## src/rtl/player_motion_ctrl.sv

```systemverilog
// player_motion_ctrl
// Per-player motion controller: clamps mouse X to the player's half-court and
// runs a fixed-point gravity jump on Y, updated once per internal physics tick.
//
// Ports
//   clk               pixel clock (only clock)
//   rst               asynchronous active-low reset
//   xpos              raw mouse X
//   click_mouse       mouse button level
//   xpos_limit        clamped X, updated on tick
//   ypos_limit        integer part of fixed-point Y, updated on tick
//   click_mouse_limit click level sampled at the last tick
//   airborne          high while rising or falling
//   tick              one-clk pulse; state registers update on the edge ending it
module player_motion_ctrl #(
    parameter int unsigned X_MIN     = 0,
    parameter int unsigned X_MAX     = 500,
    parameter int unsigned GROUND_Y  = 679,
    parameter int unsigned CEIL_Y    = 0,
    parameter int unsigned FRAC_BITS = 8,
    parameter int unsigned JUMP_V0   = 4096,
    parameter int unsigned GRAVITY   = 128,
    parameter int unsigned V_MAX     = 4096,
    parameter int unsigned TICK_DIV  = 650000
) (
    input  logic        clk,
    input  logic        rst,
    input  logic [11:0] xpos,
    input  logic        click_mouse,
    output logic [11:0] xpos_limit,
    output logic [11:0] ypos_limit,
    output logic        click_mouse_limit,
    output logic        airborne,
    output logic        tick
);

    localparam int unsigned W  = 12 + FRAC_BITS;
    localparam int unsigned WC = 13 + FRAC_BITS;
    localparam int unsigned CW = $clog2(TICK_DIV);

    localparam logic [CW-1:0] CNT_LAST  = CW'(TICK_DIV - 1);
    localparam logic [CW-1:0] CNT_PRE   = CW'(TICK_DIV - 2);
    localparam logic [WC-1:0] GROUND_FP = WC'(GROUND_Y) << FRAC_BITS;
    localparam logic [WC-1:0] CEIL_FP   = WC'(CEIL_Y) << FRAC_BITS;
    localparam logic [WC-1:0] JUMP_FP   = WC'(JUMP_V0);
    localparam logic [WC-1:0] GRAV_FP   = WC'(GRAVITY);
    localparam logic [WC-1:0] VMAX_FP   = WC'(V_MAX);
    localparam logic [11:0]   X_LO      = 12'(X_MIN);
    localparam logic [11:0]   X_HI      = 12'(X_MAX);

    typedef enum logic [1:0] {
        GROUND = 2'd0,
        RISE   = 2'd1,
        FALL   = 2'd2,
        LAND   = 2'd3
    } state_t;

    state_t        state, state_d;
    logic [W-1:0]  y_fp, y_d;
    logic [W-1:0]  v, v_d;
    logic          click_prev;
    logic [CW-1:0] cnt;

    logic          jump_edge_c;
    logic [11:0]   x_clamp_c;
    logic [WC-1:0] y_ext, v_ext, y_up, y_dn, v_up, ceil_lim;

    // Physics tick generator; tick is registered so it is high while cnt is at its last value
    always_ff @(posedge clk or negedge rst) begin
        if (!rst) begin
            cnt  <= '0;
            tick <= 1'b0;
        end else begin
            cnt  <= (cnt == CNT_LAST) ? '0 : cnt + CW'(1);
            tick <= (cnt == CNT_PRE);
        end
    end

    assign jump_edge_c = click_mouse & ~click_prev;

    // X clamp; equality folded into the limit branches so X_MIN=0 gives no constant compare
    always_comb begin
        x_clamp_c = xpos;
        if (xpos <= X_LO) begin
            x_clamp_c = X_LO;
        end else if (xpos >= X_HI) begin
            x_clamp_c = X_HI;
        end
    end

    // Jump FSM next state; all arithmetic one bit wider than the state so nothing wraps
    always_comb begin
        state_d  = state;
        y_d      = y_fp;
        v_d      = v;
        y_ext    = {1'b0, y_fp};
        v_ext    = {1'b0, v};
        y_up     = y_ext + v_ext;
        y_dn     = y_ext - v_ext;
        v_up     = v_ext + GRAV_FP;
        ceil_lim = v_ext + CEIL_FP;
        case (state)
            GROUND: begin
                y_d = W'(GROUND_FP);
                v_d = '0;
                if (jump_edge_c) begin
                    state_d = RISE;
                    v_d     = W'(JUMP_FP);
                end
            end
            RISE: begin
                if (v_ext > GRAV_FP) begin
                    // y - v < ceil, tested as y < v + ceil to avoid underflow
                    if (y_ext < ceil_lim) begin
                        y_d     = W'(CEIL_FP);
                        v_d     = '0;
                        state_d = FALL;
                    end else begin
                        y_d = W'(y_dn);
                        v_d = W'(v_ext - GRAV_FP);
                    end
                end else begin
                    v_d     = '0;
                    state_d = FALL;
                end
            end
            FALL: begin
                if (y_up >= GROUND_FP) begin
                    y_d     = W'(GROUND_FP);
                    v_d     = '0;
                    state_d = LAND;
                end else begin
                    y_d = W'(y_up);
                    v_d = (v_up > VMAX_FP) ? W'(VMAX_FP) : W'(v_up);
                end
            end
            LAND: begin
                state_d = GROUND;
            end
            default: begin
                state_d = GROUND;
            end
        endcase
    end

    // State and output registers, advanced only on physics ticks
    always_ff @(posedge clk or negedge rst) begin
        if (!rst) begin
            state             <= GROUND;
            y_fp              <= W'(GROUND_FP);
            v                 <= '0;
            click_prev        <= 1'b0;
            xpos_limit        <= X_LO;
            ypos_limit        <= 12'(GROUND_Y);
            click_mouse_limit <= 1'b0;
            airborne          <= 1'b0;
        end else if (tick) begin
            state             <= state_d;
            y_fp              <= y_d;
            v                 <= v_d;
            click_prev        <= click_mouse;
            click_mouse_limit <= click_mouse;
            xpos_limit        <= x_clamp_c;
            ypos_limit        <= y_d[W-1:FRAC_BITS];
            airborne          <= (state_d == RISE) || (state_d == FALL);
        end
    end

endmodule

```

## config.mk

```make
export PLATFORM = sky130hd
export DESIGN_NAME = player_motion_ctrl
export DESIGN_NICKNAME = d
export VERILOG_FILES = /design/src/rtl/player_motion_ctrl.sv
export SDC_FILE = /design/constraint.sdc
export NUM_CORES = 1
export LEC_CHECK = 0
export BUFFER_PORTS_ARGS = -buffer_cell sky130_fd_sc_hd__buf_2
export CORE_MARGIN = 2
export CORE_UTILIZATION = 40
export CTS_BUF_LIST = sky130_fd_sc_hd__clkbuf_8
export DETAILED_ROUTE_END_ITERATION = 8
export GPL_ROUTABILITY_DRIVEN = 1
export MAX_ROUTING_LAYER = met4
export PLACE_DENSITY = 0.67
export SLEW_MARGIN = 20
export SYNTH_ARGS = -nofsm -noshare
export SYNTH_HDL_FRONTEND = slang
export SYNTH_SLANG_ARGS = --single-unit
```

## constraint.sdc

```tcl
create_clock -name clk -period 3.3 [get_ports clk]
set_input_delay 0.495 -clock clk [delete_from_list [all_inputs] [get_ports clk]]
set_output_delay 0.495 -clock clk [all_outputs]
set_load 0.01 [all_outputs]
```

# == After elaboration in Yosys (flattened, before gate mapping) ==
# Index checks and enable logic that the tools add are counted.
# totals
ff_bits,77
latch_bits,0
ramBits,0
mem_bits_ro,0
in_bits,15
word_cells,53
n_memories,0
# op_classes
n_addsub,5
mul,0
n_div,0
order_cmp,6
n_eq_ne,8
shifts,0
n_mux,18
n_bitwise,2
reduce_logical,5
# op_table
operator,n
$mux W20,8
$pmux W20 S3,2
$eq A20 B20 Y1 const B,2
$mux W12,2
$add A20 B20 Y21,1
$add A20 B8 Y21 const B,1
$ge A21 B18 Y1 const B,1
$gt A21 B13 Y1 const B,1
$add A20 B1 Y20 const B,1
$gt A20 B8 Y1 const B,1
$lt A20 B20 Y1,1
$sub A20 B20 Y20,1
$sub A20 B8 Y20 const B,1
$mux W13,1
$ge A12 B9 Y1 const B,1
$le A12 B1 Y1 const B,1
$mux W2,4
$pmux W2 S4,1
$eq A2 B2 Y1 const B,3
$eq A2 B1 Y1 const B,2
$reduce_and A3 Y1,1
$reduce_bool A3 Y1,1
$logic_not A2 Y1,1
$ne A2 B2 Y1 const B,1
4 further kinds,4

# == Depth between registers and ports, before layout ==
# Gate-level depths: netlist of run 1.
# logic_depth
depth_word,6
ltp_mapped,14
mapped_depth_nobuf,11

# == Least setup slack after synthesis of run 1 ==
# No wires, ideal clock.
# synth_timing
path_type,flip-flop to flip-flop
start,reg v[12]
end,reg airborne
setup_time_ps,94
arrival_time_ps,3018
setup_slack_ps,188
stages_incl_launch_ff,15
synth_period_minus_slack_ps,3112
path_cell_list,dfrtp_1 -> clkbuf_1 -> inv_1 -> ha_1 -> buf_2 -> nor4_1 -> o21ai_1 -> o311ai_2 -> o31a_1 -> xnor2_1 -> a311oi_4 -> or2_0 -> buf_2 -> o311ai_2 -> a221oi_2
# synth_via
elab_chain_len,6
word_cells_on_any_way,11
cone_classes,add/sub: 1; order compare: 3; eq/ne: 2; mux: 4; reduce/logical: 1
# synth_rtl
item,line_no,text
"start, declared",60,"logic [W-1:0] v, v_d;"
"start signal, assigned",160,v <= v_d;
$add A20 B20 Y21 / $lt A20 B20 Y1 (equally long branches),"98, 114",
$ge A21 B18 Y1 / $mux W2 (equally long branches),"128, 114",
"$mux W2, on equally long branches","128, 112",
$pmux W2 S4 *,102,case (state)
$eq A2 B1 Y1 / $eq A2 B2 Y1 (equally long branches),165,airborne <= (state_d == RISE) || (state_d == FALL);
$logic_or A1 B1 Y1 *,165,
"end signal, assigned",165,
"end, declared",33,"output logic airborne,"
# Mark *: on every way between the ends. The rest lies on a longest branch, timed or not.
# A chain may end at the register's enable or synchronous reset.

# == Final worst setup path of run 1 ==
# layout_timing
start,reg v[8]
end,reg y_fp[8]
# layout_via
elab_chain_len,4
word_cells_on_any_way,11
cone_classes,add/sub: 2; order compare: 3; eq/ne: 1; mux: 4; reduce/logical: 1
# layout_rtl
item,line_no,text
"$add A20 B20 Y21, or another cell as far along",98,y_up = y_ext + v_ext;
$ge A21 B18 Y1 / $mux W20 (equally long branches),"128, 114",
"$mux W20, on equally long branches","128, 112",
$pmux W20 S3,102,
"end signal, assigned",150,y_fp <= W'(GROUND_FP);
"end signal, assigned",159,y_fp <= y_d;
"end, declared",59,"logic [W-1:0] y_fp, y_d;"
# Several ways; a longest one is shown, not always the timed one. The select of a mux whose other input is x is not followed.

==> results of run 1 <==
worst max path at each step:
stage / startpoint / endpoint / slack [ns]
global route: v[13] / airborne / 0.03
floorplan: v[12] / airborne / 0.19
detailed placement: v[8] / y_fp[11] / 0.04
global placement: v[8] / y_fp[11] / 0.1
CTS: v[13] / v[10] / 0.13
finish: v[8] / y_fp[8] / 0.20
per-layer routing:
layer	part of all wire (%)	up-vias	global-route usage, %
met4	2.6	0	7.843
met1	47	2153	28.15
li1	-	2241	-
met5	0	-	-
met3	4.9	32	5.046
met2	46	146	32.83
synth_stat cells (all sizes together), types with 4 or more instances:
| cell | instances | share of area [%] |
|---|---|---|
| o21ai | 38 | 3.7 |
| and3 | 7 | 0.95 |
| clkbuf | 14 | 1.0 |
| o31ai | 5 | 0.73 |
| xor2 | 14 | 2.4 |
| nand4 | 7 | 0.86 |
| ha | 38 | 9.3 |
| a31oi | 7 | 0.86 |
| inv | 35 | 2.6 |
| nand2b | 6 | 0.73 |
| nor3 | 18 | 1.9 |
| nand2 | 46 | 3.4 |
| dfrtp | 63 | 31 |
| o21bai | 4 | 0.59 |
| o211ai | 5 | 1.0 |
| nor4 | 12 | 1.8 |
| xnor2 | 25 | 4.3 |
| o22ai | 4 | 0.61 |
| nor2 | 72 | 5.5 |
| or4 | 4 | 0.59 |
| buf | 23 | 3.0 |
| a41oi | 6 | 1.0 |
| or3 | 6 | 0.73 |
| nand3 | 22 | 2.2 |
| a21oi | 46 | 4.5 |
| dfstp | 6 | 3.1 |
| nor2b | 11 | 1.3 |
registers in the layout (all words and copies together), names as in the netlist:
signal / cells
state: 2
v: 13
tick: 1
cnt: 20
y_fp: 19
xpos_limit: 12
click_mouse_limit: 1
airborne: 1
power by group through the flow:
| stage | clock [uW] | combinational, uW | sequential (uW) |
|---|---|---|---|
| floorplan | 0 | 16.3 | 863 |
| global placement | 0 | 52.9 | 863 |
| detailed placement | 0 | 53.7 | 863 |
| CTS | 692 | 54.0 | 847 |
| global route | 725 | 59.4 | 847 |
| finish | 676 | 52.7 | 847 |
critical path: cells and delay by family (launching register included):
family	cells	cell delay, ns
flops	1	0.35
compound gates	6	1.49
fa+ha+maj	1	0.36
simple gates	3	0.58
buf+inv	2	0.26
cells by family after synthesis:
logic type / share of synthesized area [%]
AND/OR/NAND/NOR: 21.69
AO/OA/AOI/OAI: 21.08
buffers and inverters: 6.601
flip-flops: 33.89
XOR/XNOR: 6.675
adder cells (fa/ha/maj): 9.291
multiplexers: 0.6357
other: 0.1468
cell usage in the layout, fill, tap and decap left out, types with 25 or more instances in the layout:
master   count
o21ai_0     34
ha_1        36
buf_4       29
dfrtp_1     62
inv_1       35
nand2_1     46
xnor2_1     25
nor2_1      70
a21oi_1     46
buf_2       41
stage by stage:
| stage | total power, uW | cell area, um2 | util [%] |
|---|---|---|---|
| global placement | 916.2 | 5549 | 44.15 |
| floorplan | 879.6 | 5117 | - |
| global route | 1632 | 5767 | 45.88 |
| CTS | 1593 | 5736 | 45.63 |
| detailed placement | 916.9 | 5549 | 44.15 |
| finish | 1576 | 5767 | 45.88 |
cell type report:
type / instances / share of cell area, %
clock inverters: 6 / 0.7811
flip-flops and latches: 69 / 30.09
inverters: 35 / 2.278
repair buffers: 70 / 7.333
well taps: 172 / 3.732
clock buffers: 10 / 2.387
multi-input cells: 462 / 53.40
repair_timing:
| action | in CTS | in global routing |
|---|---|---|
| resized for setup | 1 | 9 |
| endpoints found under the setup margin | 1 | 8 |
| pin swaps | 0 | 3 |
| endpoints found under the hold margin | 0 | 0 |
==> results.json, run 1 <==
{
  "seqPwrFrac_pct": 53.7,
  "slowest_delay_ns": 0.37,
  "startpoint_type": "flop",
  "antenna_cells": 0,
  "worstPathArrival_ns": 3.41,
  "final-instance-count-excl-fill": 824,
  "start_util_pct": 40.72,
  "cp_cell_sequence": "inv_1, ha_1, nor2b_1, o311a_4, and3_4, o31a_1, o22ai_2, o211ai_4, or2_1, buf_4, o21a_1, o32a_1",
  "timing.hold.ws_ns": 0.3420,
  "multi_input_area_mm2": 0.003079,
  "hold_viol_final": 0,
  "clkPwrFrac_pct": 42.9,
  "powerDensity_mw_per_mm2": 273.2,
  "place_congestion": 0.9269,
  "net-switching-power_uw": 416.5,
  "fin_worst_skew_ns": 0.007585,
  "grt_pass1_wl_mm": 22.04,
  "synth_seq_area_share_pct": 33.89,
  "fin_crit_ns": 3.102,
  "yosys_warnings": 0,
  "slew_violations": 0,
  "slowest_stage": "o311a_4",
  "cts.clk_slew.worst_paths_ns": 0.08,
  "max-cap-violations": 0,
  "numClockSinks": 69,
  "min_period_over_period_pct": 94.01,
  "routed_wl_mm": 13.60,
  "yosysUniqueCellTypes": 76,
  "portBuffers": 41,
  "async_reset_ff_share_pct": 100.0,
  "peakVddDrop_uv": 311.1,
  "power_leakage_uw": 0.002468,
  "grt_pass1_vias": 4405,
  "r2r_cells": 12,
  "fmax_mhz": 322.3,
  "drc_errors": 0,
  "overflow": 0,
  "rows": 41,
  "cts_root_buffer": "clkbuf_8",
  "crit_type": "flop to flop",
  "postRouteAntennaNets": 0,
  "crit_fanout": 6,
  "intPower_uw": 1159,
  "rr_startpoint": "v[8]",
  "cts_htree_levels": 3,
  "avgSynthCellArea_um2": 8.487,
  "post_cts_buffers": 0,
  "relSlewSlack_pct": 40.23,
  "fp.dieW_um": 117.1,
  "drive_gt1_share_pct": 17.64,
  "outcome": "finished, final reports clean",
  "clock_latency_ns": 0.37,
  "netlist_instances": 603,
  "netSwitchingFraction_pct": 26.44,
  "synthesis.area_mm2": 0.005117,
  "synth-edff-count": 0,
  "detailedPlace.worstSlack_ns": 0.03816,
  "fp.dieH_um": 117.1,
  "tns_ns": 0,
  "dp_cells": 808,
  "drt_iter0_drc": 385,
  "hp-class": "input pin to async pin",
  "first_pass_iters": 5,
  "cts_tree": "built",
  "comb_power_share_pct": 3.3,
  "num_vias": 4572,
  "antenna_found_initial": 0,
  "fillers": 1205,
  "rrSetupSlack_ns": 0.20,
  "cts_hold_buf": 0,
  "setup_ws_ns": 0.1976,
  "synthFlopType": "dfrtp_1",
  "end_kind": "flop",
  "timing.rr.end": "y_fp[8]",
  "tightest_slew_ns": 0.8965,
  "io_pins": 42,
  "synth-seq-cells": 69,
  "grt_max_degree": 70,
  "final-seq-area_mm2": 0.001735,
  "fin_nets": 700,
  "numCtsBuffers": 9,
  "postSynthNetCount": 656,
  "hpwlAfterDp_mm": 10.33,
  "core-area_mm2": 0.01257,
  "track_usage_pct": 21.56,
  "wire_per_inst_um": 16.51,
  "dieArea_mm2": 0.01371,
  "critPathRequiredTime_ns": 3.61,
  "area_delta_synth_final_pct": 12.69,
  "viasPerCell": 5.549,
  "clock_tree.buffer_depth": 2,
  "rsz0062_at_grt": "no",
  "finalSetupViolCount": 0
}
Note: power is estimated with default switching activity, not from simulation.
==> run 2: changes to the inputs <==
--- a/config.mk
+++ b/config.mk
@@ -6,7 +6,6 @@
 export NUM_CORES = 1
 export LEC_CHECK = 0
 export BUFFER_PORTS_ARGS = -buffer_cell sky130_fd_sc_hd__buf_2
-export CORE_MARGIN = 2
 export CORE_UTILIZATION = 40
 export CTS_BUF_LIST = sky130_fd_sc_hd__clkbuf_8
 export DETAILED_ROUTE_END_ITERATION = 8
==> run 2 against run 1 <==
Sequential power hardly changed. Via count increased by 1.7%. First-iteration DRC count shrank 20%. Largest cell class unchanged. Largest power group unchanged. Highest routed layer unchanged.
==> results.json, run 2 (synthesis gave the netlist of run 1 again) <==
{
  "fillers": 1196,
  "clkPwrFrac_pct": 43.1,
  "hold_viol_final": 0,
  "slew_violations": 0,
  "grt_max_degree": 70,
  "max-cap-violations": 0,
  "netSwitchingFraction_pct": 23.92,
  "power_leakage_uw": 0.002462,
  "grt_pass1_wl_mm": 22.00,
  "numClockSinks": 69,
  "peakVddDrop_uv": 212.0,
  "fp.dieW_um": 115.1,
  "tns_ns": 0,
  "tightest_slew_ns": 0.7203,
  "hp-class": "input pin to async pin",
  "track_usage_pct": 22.18,
  "wire_per_inst_um": 16.53,
  "portBuffers": 41,
  "power_uw": 1587,
  "antenna_found_initial": 0,
  "first_pass_iters": 5,
  "fmax_mhz": 317.6,
  "overflow": 0,
  "min_period_over_period_pct": 95.40,
  "critPathRequiredTime_ns": 3.60,
  "rsz0062_at_grt": "no",
  "num_vias": 4650,
  "powerDensity_mw_per_mm2": 274.2,
  "clock_latency_ns": 0.36,
  "core-area_mm2": 0.01226,
  "detailedPlace.worstSlack_ns": 0.01642,
  "setup_ws_ns": 0.1517,
  "viasPerCell": 5.685,
  "place_congestion": 0.9163,
  "cts.clk_slew.worst_paths_ns": 0.08,
  "dieArea_mm2": 0.01325,
  "net-switching-power_uw": 379.5,
  "hpwlAfterDp_mm": 10.23,
  "io_pins": 42,
  "intPower_uw": 1207,
  "fin_worst_skew_ns": 0.01186,
  "cts_hold_buf": 0,
  "cts_root_buffer": "clkbuf_8",
  "outcome": "finished, final reports clean",
  "final_common_cell": "nor2_1",
  "numCtsBuffers": 9,
  "post-route-util_pct": 47.19,
  "crit_type": "flop to flop",
  "worstPathArrival_ns": 3.44,
  "drive_gt1_share_pct": 18.77,
  "comb_power_share_pct": 3.5,
  "fin_crit_ns": 3.148,
  "drc_errors": 0,
  "area_delta_synth_final_pct": 13.08,
  "rrSetupSlack_ns": 0.15,
  "fin_nets": 699,
  "final_cell_mix": "nor2_1 (68), dfrtp_1 (60), nand2_1 (46), a21oi_1 (46), buf_2 (41)",
  "cts_tree": "built",
  "fp.dieH_um": 115.1,
  "end_kind": "flop",
  "postRouteAntennaNets": 0,
  "relSlewSlack_pct": 51.54,
  "clock_tree.buffer_depth": 2,
  "antenna_cells": 0,
  "seqPwrFrac_pct": 53.4,
  "drt_iter0_drc": 309,
  "regMostFlops": "cnt",
  "routed_wl_mm": 13.53,
  "crit_fanout": 5,
  "rows": 40,
  "largest_register_ffs": 20,
  "grt_pass1_vias": 4503,
  "cts_htree_levels": 3,
  "startpoint_type": "flop",
  "final_area_mm2": 0.005787,
  "finalSetupViolCount": 0,
  "start_util_pct": 41.73,
  "biggestRegsByFlops": "cnt: 20 flops, y_fp: 19 flops, v: 13 flops",
  "dpl_cell_area_mm2": 0.005542
}
## run 2: power by group through the flow
stage	Combinational (uW)	Clock [uW]	Sequential [uW]
floorplan	16.3	0	863
global placement	55.1	0	863
detailed placement	55.6	0	863
CTS	56.3	701	847
global route	63.0	732	847
finish	56.2	683	847
## run 2: worst max-delay path: stages, from the launching register on
cell and delay (ns):
dfrtp_1 0.35, inv_1 0.10, ha_1 0.35, nor2b_1 0.11, o311a_4 0.36, nor2_2 0.23
mux2i_1 0.13, o211ai_1 0.36, a311oi_4 0.20, or2_1 0.28, buf_4 0.16, o21a_1 0.16
o32a_1 0.28
## run 2: metrics by stage
| stage | hold slack (ns) | instances |
|---|---|---|
| global placement | 0.4793 | 802 |
| finish | 0.1453 | 818 |
| global route | 0.1826 | 818 |
| floorplan | 0.1994 | 603 |
| detailed placement | 0.4847 | 802 |
| CTS | 0.1645 | 817 |
## run 2: path summary, 6_finish.rpt
path | startpoint | cells after the start | endpoint
min in group clk | xpos[0] | 2 | xpos_limit[0]
max in group asynchronous | rst | 2 | y_fp[13]
max reg2reg | v[8] | 12 | y_fp[8]
max | v[8] | 12 | y_fp[8]
min | rst | 2 | xpos_limit[4]
min reg2reg | xpos_limit[9] | 1 | xpos_limit[9]
## run 2: timing repair
| action | 4_1_cts | 5_1_grt |
|---|---|---|
| buffers inserted | 0 | 1 |
| gates resized for setup | 1 | 15 |
| pin swaps | 0 | 2 |
| endpoints found under the setup margin | 1 | 20 |
## run 2: cell type report
cell class / instances / area (um2) / share of cell area, %
multi-input combinational: 462 / 3090 / 53.41
sequential: 69 / 1738 / 30.03
clock inverter: 6 / 65.06 / 1.124
inverter: 35 / 131.4 / 2.270
tap: 168 / 210.2 / 3.632
timing repair buffer: 69 / 427.9 / 7.395
clock buffer: 9 / 123.9 / 2.141
## run 2: metal layers
metal | global-route usage [%] | vias to the layer above | routed length (um)
met3 | 3.216 | 28 | 717
met4 | 9.091 | 0 | 335
met5 | - | - | 0
met2 | 35.02 | 153 | 6261
li1 | - | 2230 | -
met1 | 28.56 | 2239 | 6211
